===== src/rtl/multicycle_control_fsm.sv =====
`default_nettype none
// ============================================================================
// Module   : multicycle_control_fsm
// Purpose  : Multi-cycle MIPS control unit with private IR, memory handshakes,
//            wait-state timeout and illegal-instruction trapping.
// Revision : 1.0  initial release
// ============================================================================
module multicycle_control_fsm #(
   parameter int DATA_W          = 32,
   parameter int MEM_TIMEOUT     = 15,
   parameter bit TRAP_ON_ILLEGAL = 1'b1
) (
   input  logic              clk,
   input  logic              rst,
   output logic              imem_req,
   input  logic              imem_ready,
   input  logic [31:0]       imem_rdata,
   output logic              dmem_req,
   output logic              dmem_we,
   input  logic              dmem_ready,
   input  logic              br_cond,
   output logic              ir_wren,
   output logic              pc_wren,
   output logic [1:0]        pc_sel,
   output logic              reg_wren,
   output logic [1:0]        regdst,
   output logic              mem_to_reg,
   output logic              alu_src,
   output logic [3:0]        alu_op,
   output logic [4:0]        rs,
   output logic [4:0]        rt,
   output logic [4:0]        rd,
   output logic [4:0]        shamt,
   output logic [DATA_W-1:0] imm,
   output logic [15:0]       beq_off,
   output logic [25:0]       target_addr,
   output logic              shift_ctrl,
   output logic              sign_ctrl,
   output logic              save_pc,
   output logic              retired,
   output logic              illegal,
   output logic              bus_err
);

   typedef enum logic [2:0] {
      S_FETCH  = 3'd0,
      S_DECODE = 3'd1,
      S_EXEC   = 3'd2,
      S_MEM    = 3'd3,
      S_WB     = 3'd4,
      S_TRAP   = 3'd5
   } state_t;

   localparam logic [7:0] c_WAIT_LAST = 8'(MEM_TIMEOUT - 1);

   state_t      state_q;
   logic [31:0] ir_q;
   logic        ir_vld_q;
   logic [7:0]  wait_q;
   logic        illegal_q;
   logic        bus_err_q;

   logic [3:0]  dec_alu_op;
   logic [1:0]  dec_regdst;
   logic        dec_alu_src;
   logic        dec_m2r;
   logic        dec_shift;
   logic        dec_sign;
   logic        dec_save_pc;
   logic        dec_zext;
   logic        dec_rs_zero;
   logic        dec_jump;
   logic        dec_branch;
   logic        dec_load;
   logic        dec_store;
   logic        dec_illegal;
   logic        dst_zero;

   // Decode runs off the private IR, so every field is stable from DECODE
   // until the next instruction is captured.
   always_comb begin
      dec_alu_op  = 4'hF;
      dec_regdst  = 2'b00;
      dec_alu_src = 1'b0;
      dec_m2r     = 1'b0;
      dec_shift   = 1'b0;
      dec_sign    = 1'b0;
      dec_save_pc = 1'b0;
      dec_zext    = 1'b0;
      dec_rs_zero = 1'b0;
      dec_jump    = 1'b0;
      dec_branch  = 1'b0;
      dec_load    = 1'b0;
      dec_store   = 1'b0;
      dec_illegal = 1'b0;
      if (ir_vld_q) begin
         case (ir_q[31:26])
            6'b000000: begin
               dec_regdst = 2'b01;
               case (ir_q[5:0])
                  6'b100000: dec_alu_op = 4'b0000;
                  6'b100010: dec_alu_op = 4'b0001;
                  6'b100100: dec_alu_op = 4'b0010;
                  6'b100101: dec_alu_op = 4'b0011;
                  6'b100110: dec_alu_op = 4'b0100;
                  6'b100111: dec_alu_op = 4'b0110;
                  6'b101010: begin dec_alu_op = 4'b1010; dec_sign = 1'b1; end
                  6'b101011: dec_alu_op = 4'b1010;
                  6'b000000: begin dec_alu_op = 4'b1100; dec_shift = 1'b1; dec_rs_zero = 1'b1; end
                  6'b000010: begin dec_alu_op = 4'b1101; dec_shift = 1'b1; dec_rs_zero = 1'b1; end
                  6'b000011: begin dec_alu_op = 4'b1001; dec_shift = 1'b1; dec_rs_zero = 1'b1; end
                  6'b000100: dec_alu_op = 4'b1100;
                  6'b000110: dec_alu_op = 4'b1101;
                  6'b000111: dec_alu_op = 4'b1001;
                  default:   dec_illegal = 1'b1;
               endcase
            end
            6'b001000: begin dec_alu_op = 4'b0000; dec_alu_src = 1'b1; end
            6'b001010: begin dec_alu_op = 4'b1010; dec_alu_src = 1'b1; dec_sign = 1'b1; end
            6'b001011: begin dec_alu_op = 4'b1010; dec_alu_src = 1'b1; end
            6'b100011: begin dec_alu_op = 4'b0000; dec_alu_src = 1'b1; dec_m2r = 1'b1; dec_load = 1'b1; end
            6'b101011: begin dec_alu_op = 4'b0000; dec_alu_src = 1'b1; dec_store = 1'b1; end
            6'b001100: begin dec_alu_op = 4'b0010; dec_alu_src = 1'b1; dec_zext = 1'b1; end
            6'b001101: begin dec_alu_op = 4'b0011; dec_alu_src = 1'b1; dec_zext = 1'b1; end
            6'b001110: begin dec_alu_op = 4'b0100; dec_alu_src = 1'b1; dec_zext = 1'b1; end
            6'b000100: begin dec_alu_op = 4'b0001; dec_branch = 1'b1; end
            6'b000101: begin dec_alu_op = 4'b1110; dec_branch = 1'b1; end
            6'b000110: begin dec_alu_op = 4'b1000; dec_branch = 1'b1; end
            6'b000111: begin dec_alu_op = 4'b1011; dec_branch = 1'b1; end
            6'b000010: dec_jump = 1'b1;
            6'b000011: begin dec_jump = 1'b1; dec_save_pc = 1'b1; dec_regdst = 2'b10; end
            default:   dec_illegal = 1'b1;
         endcase
      end
   end

   always_comb begin
      case (dec_regdst)
         2'b00:   dst_zero = (ir_q[20:16] == 5'd0);
         2'b01:   dst_zero = (ir_q[15:11] == 5'd0);
         default: dst_zero = 1'b0;
      endcase
   end

   // Wait counter is zeroed in every state other than FETCH/MEM, so both are
   // always entered with a fresh count.
   always_ff @(posedge clk) begin
      if (rst) begin
         state_q   <= S_FETCH;
         ir_q      <= '0;
         ir_vld_q  <= 1'b0;
         wait_q    <= '0;
         illegal_q <= 1'b0;
         bus_err_q <= 1'b0;
      end else begin
         case (state_q)
            S_FETCH: begin
               if (imem_ready) begin
                  ir_q     <= imem_rdata;
                  ir_vld_q <= 1'b1;
                  wait_q   <= '0;
                  state_q  <= S_DECODE;
               end else if (wait_q == c_WAIT_LAST) begin
                  bus_err_q <= 1'b1;
                  state_q   <= S_TRAP;
               end else begin
                  wait_q <= wait_q + 8'd1;
               end
            end
            S_DECODE: begin
               wait_q <= '0;
               if (dec_jump) begin
                  state_q <= S_FETCH;
               end else if (dec_illegal) begin
                  if (TRAP_ON_ILLEGAL) begin
                     illegal_q <= 1'b1;
                     state_q   <= S_TRAP;
                  end else begin
                     state_q <= S_FETCH;
                  end
               end else begin
                  state_q <= S_EXEC;
               end
            end
            S_EXEC: begin
               wait_q <= '0;
               if (dec_branch)                  state_q <= S_FETCH;
               else if (dec_load || dec_store)  state_q <= S_MEM;
               else                             state_q <= S_WB;
            end
            S_MEM: begin
               if (dmem_ready) begin
                  wait_q  <= '0;
                  state_q <= dec_load ? S_WB : S_FETCH;
               end else if (wait_q == c_WAIT_LAST) begin
                  bus_err_q <= 1'b1;
                  state_q   <= S_TRAP;
               end else begin
                  wait_q <= wait_q + 8'd1;
               end
            end
            S_WB: begin
               wait_q  <= '0;
               state_q <= S_FETCH;
            end
            S_TRAP:  state_q <= S_TRAP;
            default: state_q <= S_FETCH;
         endcase
      end
   end

   // Strobes are masked by rst so a reset drops requests in the same cycle.
   always_comb begin
      imem_req = 1'b0;
      ir_wren  = 1'b0;
      pc_wren  = 1'b0;
      pc_sel   = 2'b00;
      reg_wren = 1'b0;
      dmem_req = 1'b0;
      dmem_we  = 1'b0;
      retired  = 1'b0;
      if (!rst) begin
         case (state_q)
            S_FETCH: begin
               imem_req = 1'b1;
               if (imem_ready) begin
                  ir_wren = 1'b1;
                  pc_wren = 1'b1;
               end
            end
            S_DECODE: begin
               if (dec_jump) begin
                  pc_wren  = 1'b1;
                  pc_sel   = 2'b10;
                  reg_wren = dec_save_pc;
                  retired  = 1'b1;
               end else if (dec_illegal && !TRAP_ON_ILLEGAL) begin
                  retired = 1'b1;
               end
            end
            S_EXEC: begin
               if (dec_branch) begin
                  pc_wren = br_cond;
                  pc_sel  = 2'b01;
                  retired = 1'b1;
               end
            end
            S_MEM: begin
               dmem_req = 1'b1;
               dmem_we  = dec_store;
               retired  = dmem_ready && dec_store;
            end
            S_WB: begin
               reg_wren = !dst_zero;
               retired  = 1'b1;
            end
            default: ;
         endcase
      end
   end

   assign regdst      = dec_regdst;
   assign mem_to_reg  = dec_m2r;
   assign alu_src     = dec_alu_src;
   assign alu_op      = dec_alu_op;
   assign shift_ctrl  = dec_shift;
   assign sign_ctrl   = dec_sign;
   assign save_pc     = dec_save_pc;
   assign rs          = dec_rs_zero ? 5'd0 : ir_q[25:21];
   assign rt          = ir_q[20:16];
   assign rd          = ir_q[15:11];
   assign shamt       = ir_q[10:6];
   assign beq_off     = ir_q[15:0];
   assign target_addr = ir_q[25:0];
   assign imm         = dec_zext ? {{(DATA_W-16){1'b0}}, ir_q[15:0]}
                                 : {{(DATA_W-16){ir_q[15]}}, ir_q[15:0]};
   assign illegal     = illegal_q;
   assign bus_err     = bus_err_q;

endmodule
`default_nettype wire


===== config.mk =====
export PLATFORM = sky130hd
export DESIGN_NAME = multicycle_control_fsm
export DESIGN_NICKNAME = d
export VERILOG_FILES = /design/src/rtl/multicycle_control_fsm.sv
export SDC_FILE = /design/constraint.sdc
export NUM_CORES = 1
export LEC_CHECK = 0
export ABC_CLOCK_PERIOD_IN_PS = 3600
export CAP_MARGIN = 20
export CORE_MARGIN = 10
export CORE_UTILIZATION = 45
export CTS_CLUSTER_DIAMETER = 60
export DETAILED_ROUTE_END_ITERATION = 8
export GPL_TIMING_DRIVEN = 0
export MAX_ROUTING_LAYER = met4
export PLACE_DENSITY = 0.95
export SETUP_SLACK_MARGIN = 0.15
export SLEW_MARGIN = 20
export SYNTH_ARGS = -nofsm -noshare
export SYNTH_HDL_FRONTEND = slang
export SYNTH_SLANG_ARGS = --single-unit

===== constraint.sdc =====
create_clock -name clk -period 3.6 [get_ports clk]
set_clock_uncertainty 0.15 [all_clocks]
set_input_delay 1.08 -clock clk [delete_from_list [all_inputs] [get_ports clk]]
set_output_delay 1.08 -clock clk [all_outputs]
set_load 0.01 [all_outputs]

After elaboration in Yosys (flattened, before gate mapping)
Index checks and enable logic that the tools add are counted.
{"block": "word_totals", "regBits": 46, "elab_cells": 143}
{"block": "classes", "add_sub_neg": 1, "n_eq_ne": 36, "muxes": 71, "bitwise_logic": 1, "reduce_logical": 28}
{"cell": "case mux 4 bit (10 select lines)", "n": 2}
{"cell": "== test 6 bit, second input constant", "n": 10}
{"cell": "== test 6 x 3 -> 1 bit, second input constant", "n": 7}
{"cell": "two-way mux 1 bit", "n": 41}
{"cell": "== test 6 x 4 -> 1 bit, second input constant", "n": 6}
{"cell": "two-way mux 32 bit", "n": 1}
{"cell": "OR reduction 14 bit", "n": 2}
{"cell": "== test 6 x 2 -> 1 bit, second input constant", "n": 4}
{"cell": "two-way mux 3 bit", "n": 8}
{"cell": "two-way mux 8 bit", "n": 3}
{"cell": "case mux 8 bit (3 select lines)", "n": 1}
{"cell": "case mux 3 bit (5 select lines)", "n": 1}
{"cell": "logical NOT 6 bit", "n": 2}
{"cell": "OR reduction 2 bit", "n": 6}
{"cell": "OR reduction 3 bit", "n": 4}
{"cell": "logical NOT 5 bit", "n": 2}
{"cell": "case mux 1 bit (2 select lines)", "n": 5}
{"cell": "adder 8 x 1 -> 8 bit, second input constant", "n": 1}
{"cell": "== test 8 x 4 -> 1 bit, second input constant", "n": 1}
{"cell": "case mux 2 bit (2 select lines)", "n": 2}
{"cell": "OR reduction 8 bit", "n": 1}
{"cell": "== test 3 x 2 -> 1 bit, second input constant", "n": 2}
{"cell": "== test 3 bit, second input constant", "n": 2}
{"cell": "two-way mux 2 bit", "n": 3}
{"cell": "other kinds (18)", "n": 20}

Longest topological paths before layout
{"block": "depth", "word_depth": 8, "depth_mapped": 7, "mapped_depth_nobuf": 6}

Worst setup path before layout
Ideal clock, no wire load.
{"block": "synth_path", "kind": "in2out", "startpoint": "input port rst", "endpoint": "output port reg_wren", "arrival_time_ns": 1.968, "slack_ns": 0.402, "stages": 2, "cell_sequence": "or4b_2 -> o21ai_0"}
{"block": "synth_between", "elab_chain_len": 1}
{"element": "start, declared", "line_no": "14", "source": "input logic rst,"}
{"element": "two-way mux 1 bit", "line_no": "222", "source": "if (!rst) begin"}
{"element": "end, declared", "line_no": "25", "source": "output logic reg_wren,"}
Every way passes these cells.

Final worst setup path
{"block": "layout_path", "startpoint": "register ir_q[4]", "endpoint": "output port shift_ctrl"}
{"block": "layout_between", "elab_chain_len": 5, "elab_cells_between_ends": 7}
{"element": "start, declared", "line_no": "57", "source": "logic [31:0] ir_q;"}
{"element": "start signal, assigned", "line_no": "159", "source": "ir_q <= imem_rdata;"}
{"element": "== test 6 x 2 -> 1 bit / logical NOT 6 bit (equally long branches)", "line_no": "100", "source": "case (ir_q[5:0])"}
{"element": "OR reduction 3 bit (no line) (*)"}
{"element": "two-way mux 1 bit (*)", "line_no": "100"}
{"element": "two-way mux 1 bit (*)", "line_no": "97", "source": "case (ir_q[31:26])"}
{"element": "two-way mux 1 bit (*)", "line_no": "96", "source": "if (ir_vld_q) begin"}
{"element": "end, declared", "line_no": "37", "source": "output logic shift_ctrl,"}
Mark *: on every way between the ends. The rest lies on a longest branch, timed or not.

==> metrics.md <==
| Metric | Value |
|---|---|
| Run status | `finished, final reports clean` |
| Period utilization | `96.7%` |
| Post-CTS clock slew at the launch and capture registers of the worst setup and hold paths | `90 ps` |
| Via count of the first global-routing pass | `3,482` |
| Nets in the synthesized netlist | `490` |
| Power density over the cells | `384 mW/mm^2` |
| Wire length of the first global-routing pass | `18,100 um` |
| Leading cell types in the layout, fill and taps excluded | `clkdlybuf4s50_1 (135), buf_4 (97), nand2_1 (81)` |
| Total via count in the routed design | `3,655` |
| Cell family with the largest share of critical-path delay | `buffers and inverters` |
| Setup TNS Final | `0 ps` |
| Worst vdd rail ir drop | `0.313 mV` |
| Unrepaired setup endpoints after global routing | `true` |
| Sum of net half-perimeters after detailed placement | `9120 um` |
| Total number of yosys warnings | `0` |
| Critical-path top delay cell | `clkdlybuf4s50_1` |
| DR WL/cell | `16.4 um` |
| Leakage power total | `2.18 nW` |
| Layout net count | `656` |
| Startpoint Class | `flip-flop` |
| Width of the die | `105 um` |
| Commonest non-fill, non-tap cell in the layout | `clkdlybuf4s50_1` |
| Class of the worst hold path | `flip-flop to flip-flop` |
| Fraction of layout instances using a drive strength above 1 | `23.8%` |
| Skew-Pair Late Insertion Delay | `300 ps` |
| Slew at the pin closest to its max-slew limit | `611 ps` |
| Area enclosed by the die boundary | `0.0110 mm^2` |
| Required time at the worst-slack endpoint | `2370 ps` |
| Cell-by-cell trace of the critical path | `clkbuf_1 > nor4_1 > o21ai_1 > nor2_4 > clkdlybuf4s50_1` |
| Final count of pins violating max slew | `0` |
| Core box area | `0.00691 mm^2` |
| Non-filler cells, final | `714` |
| Portion of total power attributed to sequential cells | `31.5%` |
| Y dimension of the die | `105 um` |
| Final global-route overflow total | `0` |
| # setup viols final | `0` |
| Port buffer count | `152` |
| Routed Wire Length | `11,700 um` |
| Fraction of power consumed by the clock network | `16.7%` |
| Placed cell count | `699` |
| Clock buffer count from CTS | `5` |
| Max-cap violations | `0` |
| Syn Inst Count | `451` |
| Clock tree root buffer cell | `clkbuf_8` |
| CTS tree | `built` |
| Final critical path time including I/O delays and setup | `3480 ps` |
| Arr. time, crit path | `2250 ps` |
| Critical path type | `flip-flop to output port` |
| Post-route ant nets | `0` |
| Critical path capture point type | `output port` |
| Via count normalized by instance count | `5.12` |
| Remaining routing DRC violations | `0` |
| Synthesized cell area | `0.00324 mm^2` |
| Net Switching | `710 uW` |
| Share of total power in combinational logic | `51.8%` |
| Flip-flop and latch count after synthesis | `46` |
| Switching part of the total | `35.8%` |
| Diode insertion count for antenna repair | `0` |
| Post-synth ARST share | `0%` |
| Largest net degree at the start of global routing | `17` |
| Internal power contribution | `1.27 mW` |
| Largest stage delay, worst path | `570 ps` |
| Sequential element share of the synthesized area | `28.4%` |
| Maximum level of the CTS H-tree | `2` |
| Leading register cell type out of synthesis | `dfxtp_1` |
| Starting DRT DRC Count | `321` |
| Starting Density | `46.9%` |
| Number of buffers and inverters on the critical path | `2` |
| Number of clock sinks | `46` |
| Total routing usage reported by global routing | `20.1%` |
| Number of synthesized flops with an enable pin | `0` |
| Timing-limited maximum frequency | `0.287 GHz` |
| Total cell area at the placement stage | `0.00488 mm^2` |
| Headroom to the max-slew limit | `59.0%` |
| IO Count | `153` |
| Hold Violations, Final | `0` |
| Placer Congestion | `0.907` |
| Layout Area Growth over Synthesis | `59.5%` |
| Synthesized area per cell | `7.18 um^2` |
| Max Buffers Root-to-Sink | `2` |
| Number of standard-cell rows in the floorplan | `30` |
| Antenna violations before repair | `0` |
| Crit Path Max Fanout | `9` |
| Total iterations of the first detailed-routing run | `5` |
| Post-route cell area | `0.00516 mm^2` |
| Post-synthesis cell type count | `56` |
-- path summary, 6_finish.rpt --
path	to	slack, ps	depth (start not counted)	start
worst min-delay path	ir_q[24]$_SDFFE_PP0P_	330	2	ir_q[24]$_SDFFE_PP0P_
worst min register to register	ir_q[24]$_SDFFE_PP0P_	330	2	ir_q[24]$_SDFFE_PP0P_
worst max register to register	state_q[2]$_SDFF_PP0_	1300	6	ir_q[5]$_SDFFE_PP0P_
worst max-delay path	shift_ctrl	120	5	ir_q[4]$_SDFFE_PP0P_
-- layout make-up --
| type | instances | area (um^2) |
|---|---|---|
| Timing Repair Buffer | 158 | 1570 |
| Clock buffer | 7 | 86.3 |
| Buffer | 118 | 837 |
| Clock inverter | 1 | 5.00 |
| Sequential cell | 46 | 927 |
| Fill cell | 557 | 1740 |
| Inverter | 9 | 33.8 |
| Multi-Input combinational cell | 279 | 1590 |
| Tap cell | 96 | 120 |
-- through the flow --
stage	hold slack, ps	setup WS, ps	utilization [%]	power (mW)
after floorplan	295	402	-	1.16
after global placement	311	-693	70.6	1.57
after detailed placement	318	-748	70.7	1.60
after CTS	330	155	73.7	1.96
after global routing	348	-6.49	74.7	2.09
final	330	118	74.7	1.98
-- logic make-up (layout without fill, tap and decap cells) --
family / count (synthesis) / after routing / share of synthesized area [%]
buffers and inverters: 127 / 293 / 25.4
muxes: 1 / 1 / 0.309
adders and majority gates: 2 / 2 / 0.773
AOI/OAI and AO/OA: 93 / 93 / 18.0
xor gates and xnor gates: 2 / 2 / 0.541
DFF: 46 / 46 / 28.4
and+or+nand+nor: 180 / 181 / 26.5
-- synth_stat cells (all sizes together) (3+ instances only) --
cell / number / share of area, %
buf: 95 / 22
nand2: 82 / 9.5
dfxtp: 46 / 28
a21oi: 40 / 6.2
nor2: 27 / 3.1
clkbuf: 23 / 2.7
nor2b: 15 / 2.9
o21ai: 14 / 2.2
nor3: 10 / 1.7
inv: 9 / 1.0
nand3: 8 / 1.2
and3: 7 / 1.4
and2: 6 / 1.2
a31oi: 5 / 0.97
nand2b: 5 / 0.97
nor4: 5 / 0.97
nand4: 4 / 0.77
o22ai: 4 / 0.77
a211oi: 3 / 0.70
a21boi: 3 / 0.70
nor3b: 3 / 0.70
-- per-layer routing --
| metal | track usage [%] | up-vias | routed length, um |
|---|---|---|---|
| li1 | - | 1767 | - |
| met1 | 21.9 | 1667 | 4690 |
| met2 | 34.6 | 195 | 5730 |
| met3 | 6.45 | 26 | 1000 |
| met4 | 5.39 | 0 | 275 |
| met5 | - | - | 0 |
-- power groups by stage --
stage / sequential (mW) / clock (mW) / combinational, mW
2_1_floorplan: 0.613 / 0 / 0.544
3_3_place_gp: 0.625 / 0 / 0.940
3_5_place_dp: 0.629 / 0 / 0.969
5_1_grt: 0.634 / 0.351 / 1.10
4_1_cts: 0.619 / 0.333 / 1.00
6_report: 0.624 / 0.331 / 1.03
-- sequential cells by signal, indices dropped and copies added, names as in the netlist --
signal and cells:
bus_err 1, ir_q 32, wait_q 8, ir_vld_q 1, state_q 3, illegal 1
-- worst register-to-register path, delay by kind of cell (launching register included) --
kind | cells | cell delay, ps
flops | 1 | 420
compound gates | 4 | 1250
simple gates | 1 | 160
buf+inv | 1 | 230
-- repair_timing --
action / in CTS / in global routing
pin swaps: 4 / 3
hold buffers: 0 / 0
resized for setup: 61 / 25
setup endpoints to repair: 40 / 31
gates cloned: 1 / 0
buffers inserted: 3 / 3
No activity file was read; power rests on OpenSTA's default activity.
==> RTL change 1, RTL diff (same settings) <==
Encoding of `state_t`: now one-hot (6 bits for 6 states).
--- a/src/rtl/multicycle_control_fsm.sv
+++ b/src/rtl/multicycle_control_fsm.sv
@@ -42,13 +42,13 @@
    output logic              bus_err
 );
 
-   typedef enum logic [2:0] {
-      S_FETCH  = 3'd0,
-      S_DECODE = 3'd1,
-      S_EXEC   = 3'd2,
-      S_MEM    = 3'd3,
-      S_WB     = 3'd4,
-      S_TRAP   = 3'd5
+   typedef enum logic [5:0] {
+      S_FETCH  = 6'b000001,
+      S_DECODE = 6'b000010,
+      S_EXEC   = 6'b000100,
+      S_MEM    = 6'b001000,
+      S_WB     = 6'b010000,
+      S_TRAP   = 6'b100000
    } state_t;
 
    localparam logic [7:0] c_WAIT_LAST = 8'(MEM_TIMEOUT - 1);
Function: same outputs for any inputs over 4 cycles, from zero or initial values and one cycle with rst high; so few cycles prove little.
==> RTL change 1 against the original RTL <==
Global-route usage is 1.4 points higher; power is 14% lower; critical path type unchanged; sequential cell count is 3 higher; setup slack better by 41 ps; area after synthesis is 5.5% higher; critical endpoint is now regdst[0]; first-iteration DRC count is 12% lower; final area is 5.6% higher; routed wire length is 13% higher.
==> RTL change 1: results <==
{
  "status": "finished clean",
  "synthTopCellsByCount": "89 x buf_4, 85 x nand2_1, 49 x dfxtp_1, 44 x a21oi_1, 32 x nor2_1",
  "track_usage_pct": 21.5,
  "fillers": 505,
  "area_growth_pct": 59.7,
  "yosys-top-cells-area": "dfxtp_1 29%, buf_4 20%, nand2_1 9.3%",
  "grt_max_degree": 14,
  "ys_seq_area_share_pct": 28.7,
  "clkTransAtPathRegs_ps": 90,
  "p_leak_nw": 2.39,
  "min_to": "bus_err$_SDFFE_PP0P_",
  "grt_pass1_vias": 3847,
  "place_ws_ps": -810,
  "async_flop_share_pct": 0,
  "critPathArrivalTime_ps": 2210,
  "worst_slew_pin_slew_ps": 558,
  "grt_pass1_wl_um": 19500,
  "min_from": "bus_err$_SDFFE_PP0P_",
  "crit_fanout": 10,
  "drt_iter0_drc": 283,
  "reg2reg_depth": 19,
  "cts_buffer_depth": 2,
  "ir_drop_mv": 0.181,
  "rrSetupSlack_ps": 320,
  "whs_ps": 303,
  "r2r_end": "state_q[4]$_SDFF_PP0_",
  "vias": 3996,
  "dpl_cell_area_um2": 5060,
  "layout-drive-gt1-share_pct": 26.1,
  "nets": 695,
  "wl_um": 13200,
  "reg2reg_from": "state_q[0]$_SDFF_PP1_",
  "dp_hpwl_um": 9670,
  "syn_nets": 512,
  "ys_types": 56,
  "top_regs": "ir_q x32, wait_q x8, state_q x6",
  "place.gp.congestion": 0.955,
  "antenna_cells": 0,
  "swShare_pct": 34.9
}
==> RTL change 1: cell count changes in the layout (fill, tap and decap cells not counted), sizes merged, moves of 5 or more <==
cell,delta
nor4,+5
nor3,+5
clkdlybuf4s50,-18
nor2b,-7
nand3b,+5
buf,+21
dlygate4sd2,+16
nor2,+5
clkbuf,-6
==> RTL change 1: how the worst max path moves through the flow <==
| stage | startpoint | endpoint | slack, ps | cells after the start |
|---|---|---|---|---|
| after global routing | state_q[2]$_SDFF_PP0_ | reg_wren | 130 | 6 |
| after CTS | ir_q[31]$_SDFFE_PP0P_ | reg_wren | 90 | 6 |
| after floorplan | ir_q[30]$_SDFFE_PP0P_ | pc_wren | 520 | 6 |
| after detailed placement | rst | reg_wren | -810 | 5 |
| after global placement | rst | reg_wren | -780 | 5 |
| final | ir_q[31]$_SDFFE_PP0P_ | regdst[0] | 160 | 6 |
==> RTL change 1: repair_timing <==
action                     4_1_cts  5_1_grt
setup buffers                   17        6
pin swaps                        6        7
hold endpoints to repair         0        0
gates resized for setup         78       29
setup endpoints to repair       39       33
gates cloned                     1        0
==> RTL change 1: power groups by stage <==
stage / Sequential, W / Clock [W] / Combinational [W]
floorplan: 0.000632 / 0 / 0.000403
global placement: 0.000644 / 0 / 0.000697
detailed placement: 0.000648 / 0 / 0.000720
CTS: 0.000638 / 0.000307 / 0.000738
global route: 0.000649 / 0.000328 / 0.000810
finish: 0.000642 / 0.000315 / 0.000758
==> RTL change 1: per-stage QoR <==
stage	std cells	TNS (ps)	power (W)
global placement	724	-5180	0.00134
finish	754	0	0.00171
CTS	748	0	0.00168
detailed placement	724	-5410	0.00137
floorplan	473	0	0.00104
global route	754	0	0.00179
==> RTL change 1: per-layer routing <==
layer	global-route usage [%]	part of all wire, %	vias to the layer above
met3	4.31	7.1	47
met1	22.7	37	1835
met4	11.5	4.0	0
li1	-	-	1901
met2	37.0	52	213
met5	-	0	-
==> RTL change 1: cell families after synthesis <==
kind of cell,synth area share (%)
simple gates,29.2
flops,28.7
xor+xnor,0.256
fa+ha+maj,0.732
compound gates,16.0
mux,0.623
buf+inv,24.4
==> RTL change 1: critical path: stages, from the launching register on <==
cell	delay (ps)
dfxtp_1	310
clkbuf_8	160
nor4_4	390
nand3_2	220
buf_4	190
inv_1	60
clkdlybuf4s50_1	580
==> RTL change 1: layout make-up <==
| class | count | area share (%) |
|---|---|---|
| Buffer | 115 | 15.6 |
| Clock buffer | 5 | 1.26 |
| Sequential cell | 49 | 18.0 |
| Inverter | 12 | 0.826 |
| Multi-Input combinational cell | 298 | 31.7 |
| Clock inverter | 1 | 0.0918 |
| Timing Repair Buffer | 175 | 30.2 |
| Tap cell | 99 | 2.27 |
==> RTL change 2, RTL diff (same flow settings) <==
Without the edit above. `DATA_W`: 32 -> 16.
--- a/src/rtl/multicycle_control_fsm.sv
+++ b/src/rtl/multicycle_control_fsm.sv
@@ -6,7 +6,7 @@
 // Revision : 1.0  initial release
 // ============================================================================
 module multicycle_control_fsm #(
-   parameter int DATA_W          = 32,
+   parameter int DATA_W          = 16,
    parameter int MEM_TIMEOUT     = 15,
    parameter bit TRAP_ON_ILLEGAL = 1'b1
 ) (
Ports: changed (resized imm); port bits go from 153 to 137. The function was not compared with the original's and may differ.
==> RTL change 2 against the original RTL <==
Clock power up 17%; sequential power down 3.5%; setup slack better by 66 ps; sequential cell count unchanged; routed wire length down 9.0%; final area down 4.2%; highest routed layer unchanged; area after synthesis down 0.46%; largest power group unchanged; critical endpoint is now reg_wren; power down 13%; synthesized cell count down 1.8%.
==> RTL change 2: results <==
{
  "cts_buffer_depth": 2,
  "dr.pass1.iters": 4,
  "crit_fanout": 10,
  "place_ws_ps": -543,
  "rrSetupSlack_ps": 1560,
  "drt_iter0_drc": 213,
  "reg2reg_from": "wait_q[1]$_SDFFE_PP0P_",
  "syn_nets": 482,
  "crit_start": "rst",
  "ir_drop_mv": 0.168,
  "grt_use_met2_pct": 31.7,
  "wl_um": 10600,
  "avgRoutedWirePerCell_um": 15.5,
  "numCtsBuffers": 5,
  "grt_pass1_wl_um": 17200,
  "min_from": "illegal$_SDFFE_PP0P_",
  "p_leak_nw": 2.09,
  "grt_util_met1_pct": 22.4,
  "io_buffer_count": 135,
  "nets": 630,
  "fmax_mhz": 293,
  "track_usage_pct": 18.8,
  "critPathArrivalTime_ps": 2190,
  "viasPerCell": 5.14,
  "synthTopCellsByCount": "82 x nand2_1, 75 x buf_4, 47 x a21oi_1, 46 x dfxtp_1, 24 x nor2_1",
  "critPathCapture": "reg_wren",
  "seqPwrFrac_pct": 35.1,
  "status": "finished clean",
  "swShare_pct": 32.7,
  "min_to": "illegal$_SDFFE_PP0P_",
  "power_combinational_w": 0.000729,
  "dp_hpwl_um": 8490,
  "worst_slew_pin_slew_ps": 642,
  "place.gp.congestion": 0.904,
  "grt_pass1_vias": 3398,
  "yosys-top-cells-area": "dfxtp_1 29%, buf_4 17%, nand2_1 9.6%",
  "ys_seq_area_share_pct": 28.6,
  "r2r_end": "wait_q[3]$_SDFFE_PP0P_",
  "clkLatencyLatePin_ps": 300,
  "grt_max_degree": 15,
  "syn_inst": 443
}
RTL change 2: cell count changes after synthesis, sizes merged, moves of 5 or more:
cell | before | now
a21oi | 40 | 47
buf | 95 | 88
clkbuf | 23 | 13
nor2b | 15 | 10
RTL change 2: layer usage:
metal	vias to the layer above	wire, um
met5	-	0
met4	0	118
met3	11	640
met2	141	5160
met1	1642	4720
li1	1743	-
RTL change 2: cell families (layout without fill, tap and decap cells):
family                     after synthesis  count (layout)  share of synthesized area (%)
xor gates and xnor gates                 4               4                           1.09
AOI/OAI and AO/OA                      101             101                           19.6
DFF                                     46              46                           28.6
buffers and inverters                  110             259                           22.0
adders and majority gates                2               2                          0.777
and+or+nand+nor                        180             180                           27.9
RTL change 2: through the flow:
step / instance area, um2 / total power [W] / hold WS, ps
6_report: 4940 / 0.00172 / 309
5_1_grt: 4940 / 0.00181 / 338
4_1_cts: 4840 / 0.00170 / 312
3_5_place_dp: 4690 / 0.00131 / 300
3_3_place_gp: 4690 / 0.00129 / 288
2_1_floorplan: 3220 / 0.000995 / 294
RTL change 2: final cells by class:
class | count | area (um2)
timing repair buffer | 141 | 1400
inverter | 9 | 33.8
clock buffer | 6 | 72.6
tap | 96 | 120
fill | 564 | 1930
clock inverter | 2 | 37.5
sequential | 46 | 927
multi-input combinational | 287 | 1650
buffer | 101 | 709
RTL change 2: repair_timing:
item / in CTS / in global routing
resized for setup: 30 / 29
pin swaps: 1 / 1
hold buffers: 0 / 0
setup endpoints to repair: 21 / 16
setup buffers: 1 / 5
RTL change 2: worst max-delay path: stages:
cell and delay (ps):
buf_2 160, or4b_1 480, o22ai_1 200, clkdlybuf4s15_2 260
